==> config.mk <==
export PLATFORM = sky130hd
export DESIGN_NAME = fpu_sequencer
export DESIGN_NICKNAME = d
export VERILOG_FILES = /design/src/rtl/fpu_seq_pkg.sv /design/src/rtl/fpu_lat_counter.sv /design/src/rtl/fpu_sequencer.sv
export SDC_FILE = /design/constraint.sdc
export NUM_CORES = 1
export LEC_CHECK = 0
export BUFFER_PORTS_ARGS = -buffer_cell sky130_fd_sc_hd__buf_4
export CAP_MARGIN = 20
export CORE_AREA = 2 2 39 41
export CTS_BUF_LIST = sky130_fd_sc_hd__clkbuf_8
export CTS_CLUSTER_DIAMETER = 80
export CTS_CLUSTER_SIZE = 40
export DETAILED_ROUTE_END_ITERATION = 6
export DIE_AREA = 0 0 41 43
export PLACE_DENSITY_LB_ADDON = 0.3
export SLEW_MARGIN = 40
export SYNTH_ARGS = -nofsm -noshare
export SYNTH_HDL_FRONTEND = slang
export SYNTH_SLANG_ARGS = --single-unit
==> constraint.sdc <==
create_clock -name clk -period 3.25 [get_ports clk]
set_clock_uncertainty 0.15 [all_clocks]
set_input_delay 0.325 -clock clk [delete_from_list [all_inputs] [get_ports clk]]
set_output_delay 0.325 -clock clk [all_outputs]
set_load 0.01 [all_outputs]
==> src/rtl/fpu_seq_pkg.sv <==
// Shared types and helpers for the FP multicycle sequencer: state encoding,
// FP opcode encoding and the per-op latency selector.
package fpu_seq_pkg;

  typedef enum logic [1:0] {
    IDLE = 2'b00,
    RUN  = 2'b01,
    WB   = 2'b10
  } state_e;

  typedef enum logic [1:0] {
    FP_ADD = 2'b00,
    FP_SUB = 2'b01,
    FP_MUL = 2'b10,
    FP_CMP = 2'b11
  } fp_op_e;

  // FADD and FSUB share the adder pipeline, hence the same latency.
  function automatic int lat_of(input fp_op_e op, input int add_lat,
                                input int mul_lat, input int cmp_lat);
    case (op)
      FP_MUL:  return mul_lat;
      FP_CMP:  return cmp_lat;
      default: return add_lat;
    endcase
  endfunction

endpackage

==> src/rtl/fpu_lat_counter.sv <==
// Loadable down-counter that saturates at zero; the zero flag tells the
// sequencer the final execute cycle has been reached.
module fpu_lat_counter #(
  parameter int CNT_W = 3
) (
  input  logic             clk,
  input  logic             srst,
  input  logic             load,
  input  logic [CNT_W-1:0] load_val,
  input  logic             dec,
  output logic             zero
);

  logic [CNT_W-1:0] count_reg;
  logic [CNT_W-1:0] count_next;

  always_comb begin
    count_next = count_reg;
    if (load) begin
      count_next = load_val;
    end else if (dec && (count_reg != '0)) begin
      count_next = count_reg - CNT_W'(1);
    end
  end

  always_ff @(posedge clk) begin
    if (srst) begin
      count_reg <= '0;
    end else begin
      count_reg <= count_next;
    end
  end

  assign zero = (count_reg == '0);

endmodule

==> src/rtl/fpu_sequencer.sv <==
// Multicycle FP operation sequencer: accepts one op from decode, stalls the
// controller for the op latency, then issues the gated commit strobe.
module fpu_sequencer
  import fpu_seq_pkg::*;
#(
  parameter int ADD_LAT = 3,
  parameter int MUL_LAT = 4,
  parameter int CMP_LAT = 1,
  parameter int CNT_W   = 3
) (
  input  logic       clk,
  input  logic       reset,
  input  logic       Start,
  input  logic [1:0] FpOp,
  input  logic       CondEx,
  input  logic       Cancel,
  output logic       FpuEn,
  output logic [1:0] FpuOp,
  output logic       Busy,
  output logic       Done,
  output logic       FPUWrite,
  output logic       FlagWrite
);

  // Reject latencies the counter cannot represent.
  if (CNT_W < 1) begin : g_bad_cnt_w
    $error("fpu_sequencer: CNT_W must be at least 1");
  end

  for (genvar gi = 0; gi < 4; gi++) begin : g_lat_chk
    localparam int LAT = lat_of(fp_op_e'(2'(gi)), ADD_LAT, MUL_LAT, CMP_LAT);
    if ((LAT < 1) || (LAT > (2 ** CNT_W))) begin : g_bad_lat
      $error("fpu_sequencer: latency out of range for op %0d", gi);
    end
  end

  state_e           state_reg, state_next;
  fp_op_e           fpu_op_reg, fpu_op_next;
  logic             cond_reg, cond_next;
  logic             cnt_load;
  logic             cnt_dec;
  logic             cnt_zero;
  logic [CNT_W-1:0] lat_m1;

  assign lat_m1 = CNT_W'(lat_of(fp_op_e'(FpOp), ADD_LAT, MUL_LAT, CMP_LAT) - 1);

  fpu_lat_counter #(
    .CNT_W(CNT_W)
  ) u_lat_counter (
    .clk     (clk),
    .srst    (reset),
    .load    (cnt_load),
    .load_val(lat_m1),
    .dec     (cnt_dec),
    .zero    (cnt_zero)
  );

  always_ff @(posedge clk) begin
    if (reset) begin
      state_reg  <= IDLE;
      fpu_op_reg <= FP_ADD;
      cond_reg   <= 1'b0;
    end else begin
      state_reg  <= state_next;
      fpu_op_reg <= fpu_op_next;
      cond_reg   <= cond_next;
    end
  end

  always_comb begin
    state_next  = state_reg;
    fpu_op_next = fpu_op_reg;
    cond_next   = cond_reg;
    cnt_load    = 1'b0;
    cnt_dec     = 1'b0;
    case (state_reg)
      IDLE: begin
        if (Start && !Cancel) begin
          fpu_op_next = fp_op_e'(FpOp);
          cond_next   = CondEx;
          // A failed condition skips the datapath and only reports completion.
          if (CondEx) begin
            state_next = RUN;
            cnt_load   = 1'b1;
          end else begin
            state_next = WB;
          end
        end
      end
      RUN: begin
        if (Cancel) begin
          state_next = IDLE;
        end else if (cnt_zero) begin
          state_next = WB;
        end else begin
          cnt_dec = 1'b1;
        end
      end
      WB: begin
        state_next = IDLE;
      end
      default: begin
        state_next = IDLE;
      end
    endcase
  end

  assign FpuEn     = (state_reg == RUN);
  assign Busy      = (state_reg == RUN);
  assign Done      = (state_reg == WB);
  assign FpuOp     = fpu_op_reg;
  assign FPUWrite  = (state_reg == WB) && cond_reg && (fpu_op_reg != FP_CMP);
  assign FlagWrite = (state_reg == WB) && cond_reg && (fpu_op_reg == FP_CMP);

endmodule

Word-level counts from Yosys, hierarchy flattened:

Cells that the tools add are included.

* reduce and logical (&&, ||, !) cells: 12
* equality and inequality tests: 8
* muxes and demuxes: 14
* add/subtract/negate cells: 2

Operators by type and width (number)
* $eq 2x2->1 const B: 4
* $mux 2: 4
* $mux 1: 6
* $mux 3: 2
* $pmux 3 s2: 1
* $logic_and 1x1->1: 5
* $ne 2x2->1 const B: 2
* $pmux 2 s2: 1
* $reduce_and 2->1: 2
* $logic_not 3->1: 1
* $ne 3x2->1 const B: 1
* $reduce_bool 3->1: 1
* $sub 3x1->3 const B: 1
* $sub 3x2->3 const B: 1
* $eq 2x1->1 const B: 1
* $logic_not 2->1: 1
* $reduce_bool 2->1: 1
* $logic_not 1->1: 1

* register bits: 8
* input bits: 7
* output and inout port bits: 7

Longest topological paths before layout:

Gate-level depths: netlist (run 1).

* depth after elaboration: 7
* depth in mapped cells: 5
* mapped depth without buffers: 5

Hierarchy:

A second synthesis (run 1) with hierarchy kept.

* cell total of the unflattened synthesis: 52
* area, all modules: 460.4 µm²

By module, submodules not included
* fpu_sequencer: area an instance 277.8 µm², cells each 31, seq. area each 100.1 µm², times used 1
* fpu_lat_counter: area an instance 182.7 µm², cells each 21, seq. area each 60.1 µm², times used 1

Worst setup path after synthesis (run 1):

OpenSTA, ideal clock, no wires.

* kind: reg-to-reg
* start point: register state_reg[0]
* end point: register u_lat_counter.count_reg[2]
* stages on the path, launching flop included: 4
* library setup time: 0.079 ns
* period minus slack after synthesis: 1.631 ns
* data arrival time: 1.402 ns
* required time: 3.021 ns
* slack: 1.619 ns
* cell sequence: dfxtp_1 or3b_4 or4_4 a211oi_2

* cells in the longest elaborated chain, start to end: 4

Ends and longest elaborated chain
* from (decl): RTL line fpu_sequencer.sv:37 `state_e state_reg, state_next;`
* from (signal assigned): RTL line fpu_sequencer.sv:64 `state_reg <= state_next;`
* $eq 2x1->1: RTL line fpu_sequencer.sv:76 `case (state_reg)`
* $mux 1: RTL line fpu_sequencer.sv:76
* $logic_and 1x1->1: RTL line fpu_lat_counter.sv:21 `end else if (dec && (count_reg != '0)) begin`
* $reduce_bool 2->1 (no source line)
* to (signal assigned): RTL line fpu_lat_counter.sv:30 `count_reg <= count_next;`
* to (decl): RTL line fpu_lat_counter.sv:14 `logic [CNT_W-1:0] count_reg;`

Several ways; a longest one is shown, not always the timed one.
A chain may end at the register's enable or synchronous reset.

Worst setup path in the final report (run 1):

Ends and elaborated chain as after synthesis.

==> flow_summary.ini, run 1 <==
[setup_path]
cp_slowest_stage_delay_ps = 430
slowest_stage = or3b_4
critPathBufInv = 0
crit_fanout = 7
r2r_slack_ps = 1540
ff2ff_path_depth = 3
crit_type = flop to flop
arrival_ps = 1710
cp-end-kind = flop
cp_top_family = simple AND/OR/NAND/NOR gates
startpoint_type = flop
worstPathCellList = or3b_4 > or4_4 > a211oi_2
required_ps = 3250
cp.depth = 3

[synthesis]
syn_area_um2 = 447
synthCells = 51
synth_nets = 60
synth_area_per_cell_um2 = 8.76
synth.ff_latch_count = 8
ys.warnings.count = 0
ys_seq_area_share_pct = 35.9
synth_cell_types = 26

[timing]
maxSlewHeadroom_pct = 57.5
rsz0062_at_grt = false
slew_violations = 0
tightest_slew_ps = 635
finalSetupViolCount = 0
finalHoldViolCount = 0
min_period_ps = 1710
final.setup.tns_ps = 0
post-route-period-util_pct = 52.7
postLayoutSetupSlackWorst_ps = 1540
fmax_mhz = 584

[clock_network]
numCtsBuffers = 3
post_cts_buffers = 0
cts_htree_levels = 1
clock_path_buffers = 2
cts.repair.resized = 0
clock_latency_ps = 220
ctsHoldBuffers = 0
cts_num_sinks = 8
path_clk_slew_ps = 40
cts_root_buffer = clkbuf_8
cts_tree = built

[layout]
antenna_cells = 0
drive_gt1_share_pct = 32.3
nFillCells = 139
largest_reg_flops = 3
finalInstanceArea_um2 = 594
final_nets = 76
area_delta_synth_final_pct = 33.1

[global_route]
grt_remaining_overflow = 0
grt_max_degree = 9
grt_pass1_vias = 381
antenna_found_initial = 0
grt_pass1_wl_um = 1480
grt_usage_pct = 12.8

[power_and_ir_drop]
leakagePower_nw = 0.255
power_uw = 258
power_density_nw_per_um2 = 433
ir_worst_vdd_mv = 0.296

[die]
die_area_um2 = 1760
ios = 14
rows = 14
coreArea_um2 = 1380
start_util_pct = 32.3
fp.dieW_um = 41
die_y_um = 43

[drt]
routedWlPerCell_um = 11.8
wl_um = 952
dr.pass1.iters = 4
drtIter0Drc = 4
vias = 405
drc = 0
ant_nets = 0
viasPerCell = 5.00

[run]
cap_violations = 0

[placed_design]
place_ws_ps = 1540
dpl_cell_area_um2 = 553
io_buffers = 13
finalWeightedCongestion = 0.665
dp_hpwl_um = 738

[hold_path]
hold_class = input port to flop
holdPathStages = 2

[status]
status = completed
[power by group]
part	internal (mW)	switching, mW
sequential	0.103	0.00340
clock	0.0800	0.0362
combinational	0.0177	0.0175
total	0.200	0.0571
[cells in the final DEF, fill, tap and decap left out]
cell type / instances
nor2_1: 5
a211oi_2: 1
o21ai_0: 2
a31oi_1: 1
nand2_1: 3
or4_4: 1
or3b_4: 1
and2b_1: 1
and2_1: 1
nand2b_1: 3
a31o_2: 1
a41oi_1: 1
dfxtp_1: 8
or3_1: 1
nor4b_1: 1
inv_1: 4
nand3_1: 1
a21oi_1: 4
mux2i_1: 2
nor4b_2: 1
o311a_1: 1
clkbuf_8: 3
ha_1: 2
buf_4: 13
nor2b_1: 2
nand4_1: 1
[stage by stage]
stage	hold WS, ps	cells	util (%)
3_5_place_dp	321	78	40.0
2_1_floorplan	301	51	-
6_report	187	81	42.9
3_3_place_gp	323	78	40.0
5_1_grt	190	81	42.9
4_1_cts	183	81	42.9
[worst register-to-register path: cells and delay by family (launching register included)]
family | cells | cell delay, ps
flops | 1 | 410
compound gates | 1 | 220
simple gates | 2 | 860
[cells in the mapped netlist (all sizes together)]
cell,number,area [um2]
dfxtp,8,160
a31oi,1,6.26
or3b,1,11.3
inv,4,15.0
or4,1,11.3
and2b,1,7.51
and2,1,6.26
buf,2,11.3
nand4,1,6.26
nand3,1,5.00
a21oi,4,20.0
o311a,1,10.0
a41oi,1,8.76
nor2b,2,12.5
a211oi,1,12.5
ha,2,25.0
mux2i,2,20.0
or3,1,6.26
a31o,1,8.76
o21ai,2,10.0
nor2,5,18.8
nand2,3,11.3
nand2b,3,18.8
nor4b,2,23.8
[layer usage]
metal | wire, um | vias to the layer above | GRT usage [%]
met1 | 412 | 190 | 14.0
met2 | 504 | 7 | 19.7
met4 | 0 | 0 | 8.00
met5 | 0 | - | 0
li1 | - | 208 | -
met3 | 35 | 0 | 4.71
[layout make-up]
class | count | area, um2 | share of cell area [%]
clock buffer | 3 | 41.3 | 6.95
inverter | 4 | 15.0 | 2.53
multi-input combinational | 37 | 260 | 43.8
sequential | 8 | 160 | 26.9
tap | 16 | 20.0 | 3.37
timing repair buffer | 13 | 97.6 | 16.4
[cells by family after synthesis]
group | Yosys count | synth area share, %
AO/OA/AOI/OAI | 11 | 17.1
adder cells (fa/ha/maj) | 2 | 5.60
AND/OR/NAND/NOR | 22 | 31.1
multiplexers | 2 | 4.48
flip-flops | 8 | 35.9
buffers and inverters | 6 | 5.88
[path summary, 6_finish.rpt]
kind	startpoint	end
max	state_reg[0]	u_lat_counter.count_reg[2]
min	reset	FpuOp[0]
max reg2reg	state_reg[0]	u_lat_counter.count_reg[2]
min reg2reg	cond_reg	cond_reg
(Power assumes the default switching activity.)
==> run 2: changes to the inputs <==
==> constraint.sdc (replaced) <==
create_clock -name clk -period 1.78 [get_ports clk]
set_clock_uncertainty 0.15 [all_clocks]
set_input_delay 0.178 -clock clk [delete_from_list [all_inputs] [get_ports clk]]
set_output_delay 0.178 -clock clk [all_outputs]
set_load 0.01 [all_outputs]
==> run 2 against run 1 <==
  * Sequential share of layout area shrank 0.66 points
  * Worst hold slack lost 160 ps
  * Worst setup slack worse by 1400 ps
  * Die area unchanged
  * Total power increased by 86%
  * Routed wire length decreased by 5.0%
  * Final cell count is 2.5% higher
  * Clock-buffer cell count did not move
  * Utilization is 1.1 points higher
  * Via count rose by 3.0%
  * Non-clock buffer count up 2
  * Sequential cell count stayed put
  * Largest cell class unchanged
  * Largest power group unchanged
==> flow_summary.ini, run 2 (synthesis gave the netlist of run 1 again) <==
[timing]
finalSetupViolCount = 0
slew_violations = 0
fmax_mhz = 617
rsz0062_at_grt = false
tightest_slew_ps = 236
post-route-period-util_pct = 91.1
final.setup.tns_ps = 0
postLayoutSetupSlackWorst_ps = 158
finalHoldViolCount = 0
min_period_ps = 1620
maxSlewHeadroom_pct = 84.0

[layout]
largest_reg_flops = 3
drive_gt1_share_pct = 34.3
utilization_pct = 44.0
mostFrequentLayoutCells = 15 x buf_4, 8 x dfxtp_1, 5 x nor2_1, 4 x inv_1, 4 x a21oi_1
regArea_um2 = 160
final_nets = 78
finalInstanceArea_um2 = 609
nFillCells = 137
area_delta_synth_final_pct = 36.4
multi_input_area_um2 = 260
final_common_cell = buf_4
antenna_cells = 0

[setup_path]
ff2ff_path_depth = 3
cp-end-kind = flop
required_ps = 1790
cp_slowest_stage_delay_ps = 430
arrival_ps = 1630
startpoint_type = flop
crit_type = flop to flop
r2r-start = state_reg[1]
r2r_slack_ps = 160
reg2reg_to = u_lat_counter.count_reg[2]
slowest_stage = or3b_4
crit_fanout = 5
worstPathCellList = or3b_4 > or4_4 > a211oi_2

[drt]
wl_met2_um = 385
wl_um = 904
drc = 0
top_layer = met4
drtIter0Drc = 15
viasPerCell = 5.02
met3WireLength_um = 59
dr.pass1.iters = 4
vias = 417
m1WireLength_um = 444
routedWlPerCell_um = 10.9
ant_nets = 0

[global_route]
grt_usage_pct = 12.9
grt_pass1_vias = 354
grt_pass1_wl_um = 1480
grt_max_degree = 9
antenna_found_initial = 0
grt_remaining_overflow = 0

[die]
ios = 14
fp.dieW_um = 41
die_y_um = 43
coreArea_um2 = 1380
rows = 14
die_area_um2 = 1760
start_util_pct = 32.3

[clock_network]
path_clk_slew_ps = 50
cts_root_buffer = clkbuf_8
ctsHoldBuffers = 0
post_cts_buffers = 0
numCtsBuffers = 3
clock_path_buffers = 2
clock_latency_ps = 230
cts_tree = built
cts_num_sinks = 8
cts_htree_levels = 1
cts.repair.resized = 0

[placed_design]
dpl_cell_area_um2 = 568
io_buffers = 13
place_ws_ps = 176
dp_hpwl_um = 696
finalWeightedCongestion = 0.692

[hold_path]
min_from = reset
holdPathStages = 2
hold_class = input port to flop
whs_endpoint = state_reg[0]

[power_and_ir_drop]
leakagePower_nw = 0.265
ir_worst_vdd_mv = 0.403
power_density_nw_per_um2 = 787

[status]
status = completed

[run]
cap_violations = 0
==> run 2: report_power, final <==
part / internal (mW) / switching, mW
combinational: 0.0344 / 0.0320
clock: 0.147 / 0.0738
sequential: 0.187 / 0.00539
total: 0.369 / 0.111
==> run 2: layer usage <==
| layer | GRT usage (%) | vias to the layer above |
|---|---|---|
| li1 | - | 211 |
| met1 | 16.1 | 191 |
| met4 | 6.00 | 0 |
| met2 | 16.9 | 13 |
| met3 | 7.85 | 2 |
| met5 | 0 | - |
==> run 2: critical path: cells and delay by family, from the launching register on <==
| kind | cells | cell delay, ps |
|---|---|---|
| AO/OA/AOI/OAI | 1 | 210 |
| AND/OR/NAND/NOR | 2 | 860 |
| flip-flops | 1 | 340 |
==> run 2: area by class of cell <==
class	count	share of cell area, %
multi-input cells	37	42.7
inverters	4	2.46
well taps	16	3.29
clock buffers	3	6.78
flip-flops and latches	8	26.3
repair buffers	15	18.5
==> run 2: worst max-delay path by stage <==
| stage | start | to | cells after the start |
|---|---|---|---|
| floorplan | state_reg[0] | u_lat_counter.count_reg[2] | 3 |
| global placement | state_reg[1] | u_lat_counter.count_reg[2] | 3 |
| detailed placement | state_reg[1] | u_lat_counter.count_reg[2] | 3 |
| CTS | state_reg[1] | u_lat_counter.count_reg[2] | 3 |
| global route | state_reg[1] | u_lat_counter.count_reg[2] | 3 |
| finish | state_reg[1] | u_lat_counter.count_reg[2] | 3 |
==> run 2: per-stage QoR <==
step | hold slack (ps) | instances | total power, mW
after global routing | 38.2 | 83 | 0.506
final | 29.7 | 83 | 0.480
after detailed placement | 273 | 80 | 0.262
after global placement | 269 | 80 | 0.262
after CTS | 27.2 | 83 | 0.486
after floorplan | 175 | 51 | 0.233
